### config.mk
export PLATFORM = sky130hd
export DESIGN_NAME = tmr_count_control
export DESIGN_NICKNAME = d
export VERILOG_FILES = /design/src/rtl/tmr_pkg.sv /design/src/rtl/tmr_edge_sync.sv /design/src/rtl/tmr_count_control.sv
export SDC_FILE = /design/constraint.sdc
export NUM_CORES = 1
export LEC_CHECK = 0
export CAP_MARGIN = 20
export CORE_ASPECT_RATIO = 1.1
export CORE_MARGIN = 3
export CORE_UTILIZATION = 50
export CTS_BUF_LIST = sky130_fd_sc_hd__clkbuf_16
export DETAILED_ROUTE_END_ITERATION = 6
export DONT_BUFFER_PORTS = 1
export PLACE_DENSITY = 0.71
export SETUP_SLACK_MARGIN = 0.5
export SLEW_MARGIN = 20
export SYNTH_ARGS = -nofsm -noshare
export SYNTH_HDL_FRONTEND = slang
export SYNTH_SLANG_ARGS = --single-unit
### constraint.sdc
create_clock -name clk -period 1.55 [get_ports clk]
set_input_delay 0.155 -clock clk [delete_from_list [all_inputs] [get_ports clk]]
set_output_delay 0.155 -clock clk [all_outputs]
set_load 0.01 [all_outputs]
### src/rtl/tmr_pkg.sv
// Shared codes and flag indices for the 8-bit timer count sequencer.
package tmr_pkg;
  localparam logic [1:0] EDGE_STOP = 2'b00;
  localparam logic [1:0] EDGE_RISE = 2'b01;
  localparam logic [1:0] EDGE_FALL = 2'b10;
  localparam logic [1:0] EDGE_BOTH = 2'b11;

  localparam logic [1:0] CLR_NONE  = 2'b00;
  localparam logic [1:0] CLR_A     = 2'b01;
  localparam logic [1:0] CLR_B     = 2'b10;
  localparam logic [1:0] CLR_EXT   = 2'b11;

  localparam int FLG_CMFA = 0;
  localparam int FLG_CMFB = 1;
  localparam int FLG_OVF  = 2;

  // True when the detected edge is one the selected edge mode counts.
  function automatic logic edge_hit(input logic [1:0] mode, input logic rise, input logic fall);
    case (mode)
      EDGE_RISE: edge_hit = rise;
      EDGE_FALL: edge_hit = fall;
      EDGE_BOTH: edge_hit = rise | fall;
      default:   edge_hit = 1'b0;
    endcase
  endfunction
endpackage

### src/rtl/tmr_edge_sync.sv
// Multi-flop synchronizer with a history flop; emits one-cycle rise/fall strobes.
module tmr_edge_sync #(
  parameter int SYNC_STAGES = 2
) (
  input  logic clk,
  input  logic rst_n,
  input  logic async_in,
  output logic rise,
  output logic fall
);
  logic [SYNC_STAGES-1:0] sync_reg;
  logic                   hist_reg;

  always_ff @(posedge clk or negedge rst_n) begin
    if (!rst_n) begin
      sync_reg <= '0;
      hist_reg <= 1'b0;
    end else begin
      sync_reg <= {sync_reg[SYNC_STAGES-2:0], async_in};
      hist_reg <= sync_reg[SYNC_STAGES-1];
    end
  end

  assign rise = sync_reg[SYNC_STAGES-1] & ~hist_reg;
  assign fall = ~sync_reg[SYNC_STAGES-1] & hist_reg;
endmodule

### src/rtl/tmr_count_control.sv
// Timer channel count sequencer: edge-qualified TCNT, compare match A/B,
// clear policy, sticky flags and one-cycle event pulses.
module tmr_count_control
  import tmr_pkg::*;
#(
  parameter int WIDTH       = 8,
  parameter int SYNC_STAGES = 2
) (
  input  logic             clk,
  input  logic             rst_n,
  input  logic             counter_clock,
  input  logic [1:0]       edge_mode,
  input  logic             enable,
  input  logic [1:0]       clear_select,
  input  logic             tmri,
  input  logic [WIDTH-1:0] tcora,
  input  logic [WIDTH-1:0] tcorb,
  input  logic             tcnt_wr,
  input  logic [WIDTH-1:0] tcnt_wdata,
  input  logic [2:0]       flag_clr,
  output logic [WIDTH-1:0] tcnt,
  output logic             cmfa,
  output logic             cmfb,
  output logic             ovf,
  output logic             cma_pulse,
  output logic             cmb_pulse,
  output logic             ovf_pulse
);
  logic cc_rise, cc_fall, tmri_rise, tmri_fall;

  tmr_edge_sync #(.SYNC_STAGES(SYNC_STAGES)) u_cc_sync (
    .clk(clk), .rst_n(rst_n), .async_in(counter_clock), .rise(cc_rise), .fall(cc_fall)
  );

  tmr_edge_sync #(.SYNC_STAGES(SYNC_STAGES)) u_tmri_sync (
    .clk(clk), .rst_n(rst_n), .async_in(tmri), .rise(tmri_rise), .fall(tmri_fall)
  );

  // Shift register of ones: its top bit goes high once the sync chains and
  // history flops hold genuine post-reset samples, masking the reset artefact.
  logic [SYNC_STAGES:0] prime_reg;
  logic                 primed;
  assign primed = prime_reg[SYNC_STAGES];

  logic [WIDTH-1:0] tcnt_reg, tcnt_next;
  logic [2:0]       flag_reg, flag_next;
  logic [2:0]       pulse_reg, pulse_next;
  logic             count_ev, ext_clr, match_a, match_b, wrap;

  assign count_ev = primed & enable & edge_hit(edge_mode, cc_rise, cc_fall);
  assign ext_clr  = primed & (clear_select == CLR_EXT) & tmri_rise;
  assign match_a  = (tcnt_reg == tcora);
  assign match_b  = (tcnt_reg == tcorb);
  assign wrap     = (tcnt_reg == {WIDTH{1'b1}});

  always_comb begin
    tcnt_next  = tcnt_reg;
    pulse_next = '0;
    if (tcnt_wr) begin
      tcnt_next = tcnt_wdata;
    end else if (ext_clr) begin
      tcnt_next = '0;
    end else if (count_ev) begin
      pulse_next[FLG_CMFA] = match_a;
      pulse_next[FLG_CMFB] = match_b;
      pulse_next[FLG_OVF]  = wrap;
      if ((clear_select == CLR_A && match_a) || (clear_select == CLR_B && match_b))
        tcnt_next = '0;
      else
        tcnt_next = tcnt_reg + WIDTH'(1);
    end
    // Set wins over a coincident write-1-to-clear.
    flag_next = (flag_reg & ~flag_clr) | pulse_next;
  end

  always_ff @(posedge clk or negedge rst_n) begin
    if (!rst_n) begin
      prime_reg <= '0;
      tcnt_reg  <= '0;
      flag_reg  <= '0;
      pulse_reg <= '0;
    end else begin
      prime_reg <= {prime_reg[SYNC_STAGES-1:0], 1'b1};
      tcnt_reg  <= tcnt_next;
      flag_reg  <= flag_next;
      pulse_reg <= pulse_next;
    end
  end

  assign tcnt      = tcnt_reg;
  assign cmfa      = flag_reg[FLG_CMFA];
  assign cmfb      = flag_reg[FLG_CMFB];
  assign ovf       = flag_reg[FLG_OVF];
  assign cma_pulse = pulse_reg[FLG_CMFA];
  assign cmb_pulse = pulse_reg[FLG_CMFB];
  assign ovf_pulse = pulse_reg[FLG_OVF];

  logic unused_ok;
  assign unused_ok = tmri_fall;
endmodule

==> flow_metrics.env, run 1 <==
export IMPL_synth_area_leaders="dfrtp_1, xnor2_1, nand2_1, xnor2_2, nand3_1"
export IMPL_cellLeakagePower_uw=0.000782
export IMPL_drv_cap=0
export IMPL_avgSynthCellArea_sq_um=10.2
export IMPL_wl_per_cell_microns=16.9
export IMPL_cts_sink_count=23
export IMPL_numCtsBuffers=3
export IMPL_dr_pass1_iters=4
export IMPL_grt_pass1_wl_mm=5.04
export IMPL_drt_total_wl_mm=3.11
export IMPL_drc=0
export IMPL_ys_ff_latch=23
export IMPL_timing_worst_setup_path_type="reg2reg"
export IMPL_clock_fmax_mhz=575
export IMPL_crit_required_ns=1.69
export IMPL_grt_pass1_vias=1069
export IMPL_synth_top_cell_area_share_pct=44.1
export IMPL_synth_common_cells="dfrtp_1, nand2_1, xnor2_1, inv_1, nand3_1"
export IMPL_dp_hpwl_mm=2.22
export IMPL_yosysUniqueCellTypes=34
export IMPL_pin_count=51
export IMPL_grt_max_degree=24
export IMPL_ys_flop_type="dfrtp_1"
export IMPL_final_setup_viol_count=14
export IMPL_stdcell_area_sq_mm=0.00168
export IMPL_synthCells=128
export IMPL_placementRows=18
export IMPL_hold_path_class="in2reg"
export IMPL_clkLatencyLatePin_ns=0.26
export IMPL_synth_largest_area_cell="dfrtp_1"
export IMPL_status="finished with violations"
export IMPL_ant_nets=0
export IMPL_initial_utilization_pct=55.2
export IMPL_fin_crit_sh_pct=112
export IMPL_path_clk_slew_ns=0.06
export IMPL_finalHoldViolCount=0
export IMPL_ir_worst_vdd_v=0.000856
export IMPL_pwr_share_comb_pct=29.7
export IMPL_fin_worst_skew_ns=0.00640
export IMPL_area_growth_pct=29.1
export IMPL_min_period_ns=1.74
export IMPL_synth_edff_count=0
export IMPL_largest_register_ffs=8
export IMPL_worstPathMaxFanout=5
export IMPL_vias=1080
export IMPL_core_area_sq_mm=0.00236
export IMPL_synth_warnings=0
export IMPL_io_buffers=0
export IMPL_r2r_setup_slack_ns=-0.19
export IMPL_syn_area_sq_mm=0.00131
export IMPL_gp_congestion=0.843
export IMPL_startpoint_type="register"
export IMPL_synth_async_reset_ratio_pct=100
export IMPL_grt_util_all_layers_pct=21.8
export IMPL_vias_per_cell=5.87
export IMPL_drive_gt1_share_pct=34.4
export IMPL_power_density_mw_per_mm2=1080
export IMPL_p_sw_share_pct=29.3
export IMPL_nets=195
export IMPL_violations="setup timing"
export IMPL_drt_iter0_drc=35
export IMPL_cts_tree="built"
export IMPL_rsz0062_at_grt="true"
export IMPL_internal_power_uw=1290
export IMPL_arrival_ns=1.88
export IMPL_ys_seq_area_share_pct=44.1
export IMPL_holdWs_ns=0.0220
export IMPL_drv_slew=0
export IMPL_p_seq_share_pct=39.6
export IMPL_fp_dieW_microns=54.7
export IMPL_overflow=0
export IMPL_finalCoreUtilization_pct=71.2
export IMPL_setup_ws_ns=-0.188
export IMPL_cts_root_buffer="clkbuf_16"
export IMPL_clock_power_share_pct=30.6
export IMPL_syn_nets=168
export IMPL_p_sw_uw=534
export IMPL_h_tree_depth=1
export IMPL_cp_end_kind="register"
export IMPL_num_antenna_cells=0
export IMPL_yosysMostFrequentCell="dfrtp_1"
export IMPL_cts_buffer_depth=2
export IMPL_die_area_sq_mm=0.00326
export IMPL_fp_dieH_microns=59.6
export IMPL_dpl_cell_area_sq_mm=0.00145
export IMPL_antenna_found_initial=0
what timing repair did:
item                       in CTS  in global routing
hold endpoints to repair       25                 23
setup buffers                   2                  1
gates resized for setup        14                  7
hold buffers                    3                  1
pin swaps                       6                  1
gates cloned                    1                  0
setup endpoints to repair      18                 20
through the flow:
step / instances / total power [uW] / TNS, ns / setup WS (ns)
final: 184 / 1820 / -1.70 / -0.188
after detailed placement: 172 / 1190 / -1.18 / -0.220
after global placement: 172 / 1180 / -0.592 / -0.139
after floorplan: 128 / 1050 / -0.147 / -0.101
after global routing: 184 / 1920 / -2.95 / -0.266
after CTS: 182 / 1810 / -1.19 / -0.152
critical path, stage by stage (launching register included):
cell and delay [ns]:
dfrtp_1 0.40, inv_1 0.06, ha_1 0.33, a311oi_4 0.31
nor2b_2 0.12, buf_6 0.15, a311oi_2 0.18, nor2_1 0.06
worst paths after layout:
| path | to | from | depth (start not counted) |
|---|---|---|---|
| max | tcnt[2] | u_cc_sync.hist_reg | 7 |
| min | tcnt[4] | tcnt_wr | 2 |
| max reg2reg | tcnt[2] | u_cc_sync.hist_reg | 7 |
| min reg2reg | u_tmri_sync.sync_reg[1] | u_tmri_sync.sync_reg[0] | 0 |
| max in group asynchronous | u_tmri_sync.sync_reg[1] | rst_n | 2 |
| min in group asynchronous | pulse_reg[0] | rst_n | 2 |
routing by layer:
layer / GRT usage (%) / vias to the layer above / part of all wire, %
li1: - / 491 / -
met1: 28.2 / 513 / 41
met2: 34.0 / 69 / 48
met3: 5.54 / 7 / 9.6
met4: 8.90 / 0 / 1.4
met5: 0 / - / 0
cells in the final DEF (no fill, tap or decap), types with 2 or more instances in the layout:
master          n
xnor2_2         3
buf_4          19
dfrtp_1        23
nand4_1         5
clkbuf_16       3
nor3_2          5
a21oi_1         2
xnor2_1        13
ha_1            2
o21ai_0         3
buf_2           2
o21ai_1         2
nand2_1        13
inv_1           9
nor2_1          2
dlygate4sd3_1   3
nand3_1         8
a21oi_2         2
a22oi_1         2
nor3_4          2
buf_6           5
and3_1          4
a21o_1          3
kinds of logic after synthesis:
| family | count (synthesis) | share of synthesized area (%) |
|---|---|---|
| compound gates | 21 | 12.2 |
| other cells | 1 | 0.287 |
| simple gates | 47 | 20.8 |
| flops | 23 | 44.1 |
| buf+inv | 17 | 7.29 |
| xor+xnor | 16 | 12.5 |
| fa+ha+maj | 3 | 2.88 |
cell type report:
type                            instances  area (sq um)
Timing Repair Buffer                   29           239
Inverter                               10          37.5
Tap cell                               30          37.5
Multi-Input combinational cell         88           714
Clock inverter                          1          5.00
Clock buffer                            3          75.1
Sequential cell                        23           576
Fill cell                             167           681
power by group through the flow:
stage                     logic (uW)  registers [uW]  clock network [uW]
after global placement           448             730                   0
after global routing             595             732                 594
final                            542             722                 558
after CTS                        529             720                 562
after floorplan                  316             729                   0
after detailed placement         456             732                   0
Note: power is estimated with default switching activity, not from simulation.
==> run 2: changes to the inputs <==
--- a/config.mk
+++ b/config.mk
@@ -14,7 +14,6 @@
 export DONT_BUFFER_PORTS = 1
 export PLACE_DENSITY = 0.71
 export SETUP_SLACK_MARGIN = 0.5
-export SLEW_MARGIN = 20
 export SYNTH_ARGS = -nofsm -noshare
 export SYNTH_HDL_FRONTEND = slang
 export SYNTH_SLANG_ARGS = --single-unit
==> flow_metrics.env, run 2 (synthesized netlist as in run 1, its figures left out) <==
export IMPL_finalHoldViolCount=0
export IMPL_cts_buffer_depth=2
export IMPL_cp_end_kind="register"
export IMPL_met2_usage_pct=34.0
export IMPL_largest_register_ffs=8
export IMPL_grt_max_degree=24
export IMPL_drt_total_wl_mm=3.13
export IMPL_power_density_mw_per_mm2=1070
export IMPL_ant_nets=0
export IMPL_ir_worst_vdd_v=0.000856
export IMPL_die_area_sq_mm=0.00326
export IMPL_area_growth_pct=30.8
export IMPL_grt_pass1_wl_mm=5.04
export IMPL_fp_dieH_microns=59.6
export IMPL_mostFrequentLayoutCell="dfrtp_1"
export IMPL_fin_crit_sh_pct=112
export IMPL_cts_sink_count=23
export IMPL_use_met3_pct=5.54
export IMPL_fin_worst_skew_ns=0.00624
export IMPL_reg2regPathDepth=7
export IMPL_antenna_found_initial=0
export IMPL_drc=0
export IMPL_gr_max_usage_layer="met2"
export IMPL_wl_per_cell_microns=17.0
export IMPL_dp_cells=172
export IMPL_worstPathMaxFanout=5
export IMPL_core_area_sq_mm=0.00236
export IMPL_min_period_ns=1.74
export IMPL_place_ws_ns=-0.220
export IMPL_layout_cells_non_filler=184
export IMPL_vias=1064
export IMPL_n_fill_cell=164
export IMPL_nets=195
export IMPL_worst_hold_path_num_cells=2
export IMPL_ff_latch_area_sq_um=576
export IMPL_dp_hpwl_mm=2.22
export IMPL_dr_pass1_iters=4
export IMPL_overflow=0
export IMPL_crit_required_ns=1.69
export IMPL_cts_tree="built"
export IMPL_hold_path_class="in2reg"
export IMPL_rsz0062_at_grt="true"
export IMPL_fp_dieW_microns=54.7
export IMPL_stdcell_area_sq_mm=0.00171
export IMPL_grtUsageMet1_pct=28.2
export IMPL_clock_fmax_mhz=574
export IMPL_io_buffers=0
export IMPL_multi_input_area_sq_um=714
export IMPL_numCtsBuffers=3
export IMPL_grt_util_all_layers_pct=21.8
export IMPL_gp_congestion=0.843
export IMPL_cts_root_buffer="clkbuf_16"
export IMPL_drive_gt1_share_pct=34.4
export IMPL_final_setup_viol_count=14
export IMPL_status="finished with violations"
export IMPL_clkLatencyLatePin_ns=0.26
export IMPL_arrival_ns=1.88
export IMPL_cellLeakagePower_uw=0.000791
export IMPL_timing_worst_setup_path_type="reg2reg"
export IMPL_drv_cap=0
export IMPL_pin_count=51
export IMPL_violations="setup timing"
export IMPL_dpl_cell_area_sq_mm=0.00145
export IMPL_finalPower_uw=1830
export IMPL_most_common_layout_cells="dfrtp_1, buf_4, xnor2_1, nand2_1, inv_1"
export IMPL_placementRows=18
export IMPL_num_antenna_cells=0
export IMPL_drt_iter0_drc=37
export IMPL_drv_slew=0
export IMPL_vias_per_cell=5.78
export IMPL_initial_utilization_pct=55.2
export IMPL_grt_pass1_vias=1069
export IMPL_startpoint_type="register"
export IMPL_path_clk_slew_ns=0.06
export IMPL_setup_ws_ns=-0.191
export IMPL_h_tree_depth=1
export IMPL_tns_ns=-1.74
[run 2: cell types whose count changed in the layout (fill, tap and decap cells not counted)]
cell | previous run | this run
buf_16 | 0 | 1
buf_2 | 2 | 1
[run 2: final timing paths]
| check | from | slack (ns) | to |
|---|---|---|---|
| setup / recovery | u_cc_sync.hist_reg | -0.19 | tcnt[2] |
| hold / removal | tcnt_wr | 0.02 | tcnt[4] |
| setup reg to reg | u_cc_sync.hist_reg | -0.19 | tcnt[2] |
| hold reg to reg | u_tmri_sync.sync_reg[0] | 0.35 | u_tmri_sync.sync_reg[1] |
| max in group asynchronous | rst_n | 0.95 | u_tmri_sync.sync_reg[1] |
| min in group asynchronous | rst_n | 0.21 | tcnt[4] |
[run 2: worst max-delay path, stage by stage, from the launching register on]
cell      delay (ns)
dfrtp_1         0.40
inv_1           0.06
ha_1            0.33
a311oi_4        0.32
nor2b_2         0.12
buf_6           0.15
a311oi_2        0.19
nor2_1          0.06
[run 2: cell type report]
type | instances | area share, %
clock buffer | 3 | 4.40
clock inverter | 1 | 0.293
inverter | 10 | 2.20
multi-input combinational | 88 | 41.9
sequential | 23 | 33.7
tap | 30 | 2.20
timing repair buffer | 29 | 15.3
[run 2: metrics by stage]
stage | hold slack [ns] | utilization, %
after global placement | -0.140 | 61.3
final | 0.0233 | 72.2
after CTS | 0.0282 | 69.6
after global routing | 0.0392 | 72.2
after floorplan | -0.141 | -
after detailed placement | -0.140 | 61.3
[run 2: metal layers]
metal / share of wire, % / routed length [microns]
met4: 1.4 / 44
met1: 42 / 1310
met2: 48 / 1500
met3: 8.8 / 274
met5: 0 / 0
[run 2: power by group]
part	leakage, uW	internal (uW)	switching [uW]
Combinational	0.000471	296	254
Clock	0.0000409	347	211
Sequential	0.000279	652	69.9
Total	0.000791	1290	535
[run 2: timing repair]
action / 4_1_cts / 5_1_grt
hold buffers: 3 / 0
setup buffers: 2 / 1
endpoints found under the setup margin: 18 / 20
pin swaps: 6 / 1
gates cloned: 1 / 0
hold endpoints to repair: 25 / 0
resized for setup: 14 / 7
==> run 3: changes to the inputs <==
--- a/config.mk
+++ b/config.mk
@@ -13,6 +13,7 @@
 export DETAILED_ROUTE_END_ITERATION = 6
 export DONT_BUFFER_PORTS = 1
 export PLACE_DENSITY = 0.71
+export RECOVER_POWER = 25
 export SETUP_SLACK_MARGIN = 0.5
 export SYNTH_ARGS = -nofsm -noshare
 export SYNTH_HDL_FRONTEND = slang
==> results of run 3 <==
Same layout as run 2: the final DEF is identical, and so are final timing and power.
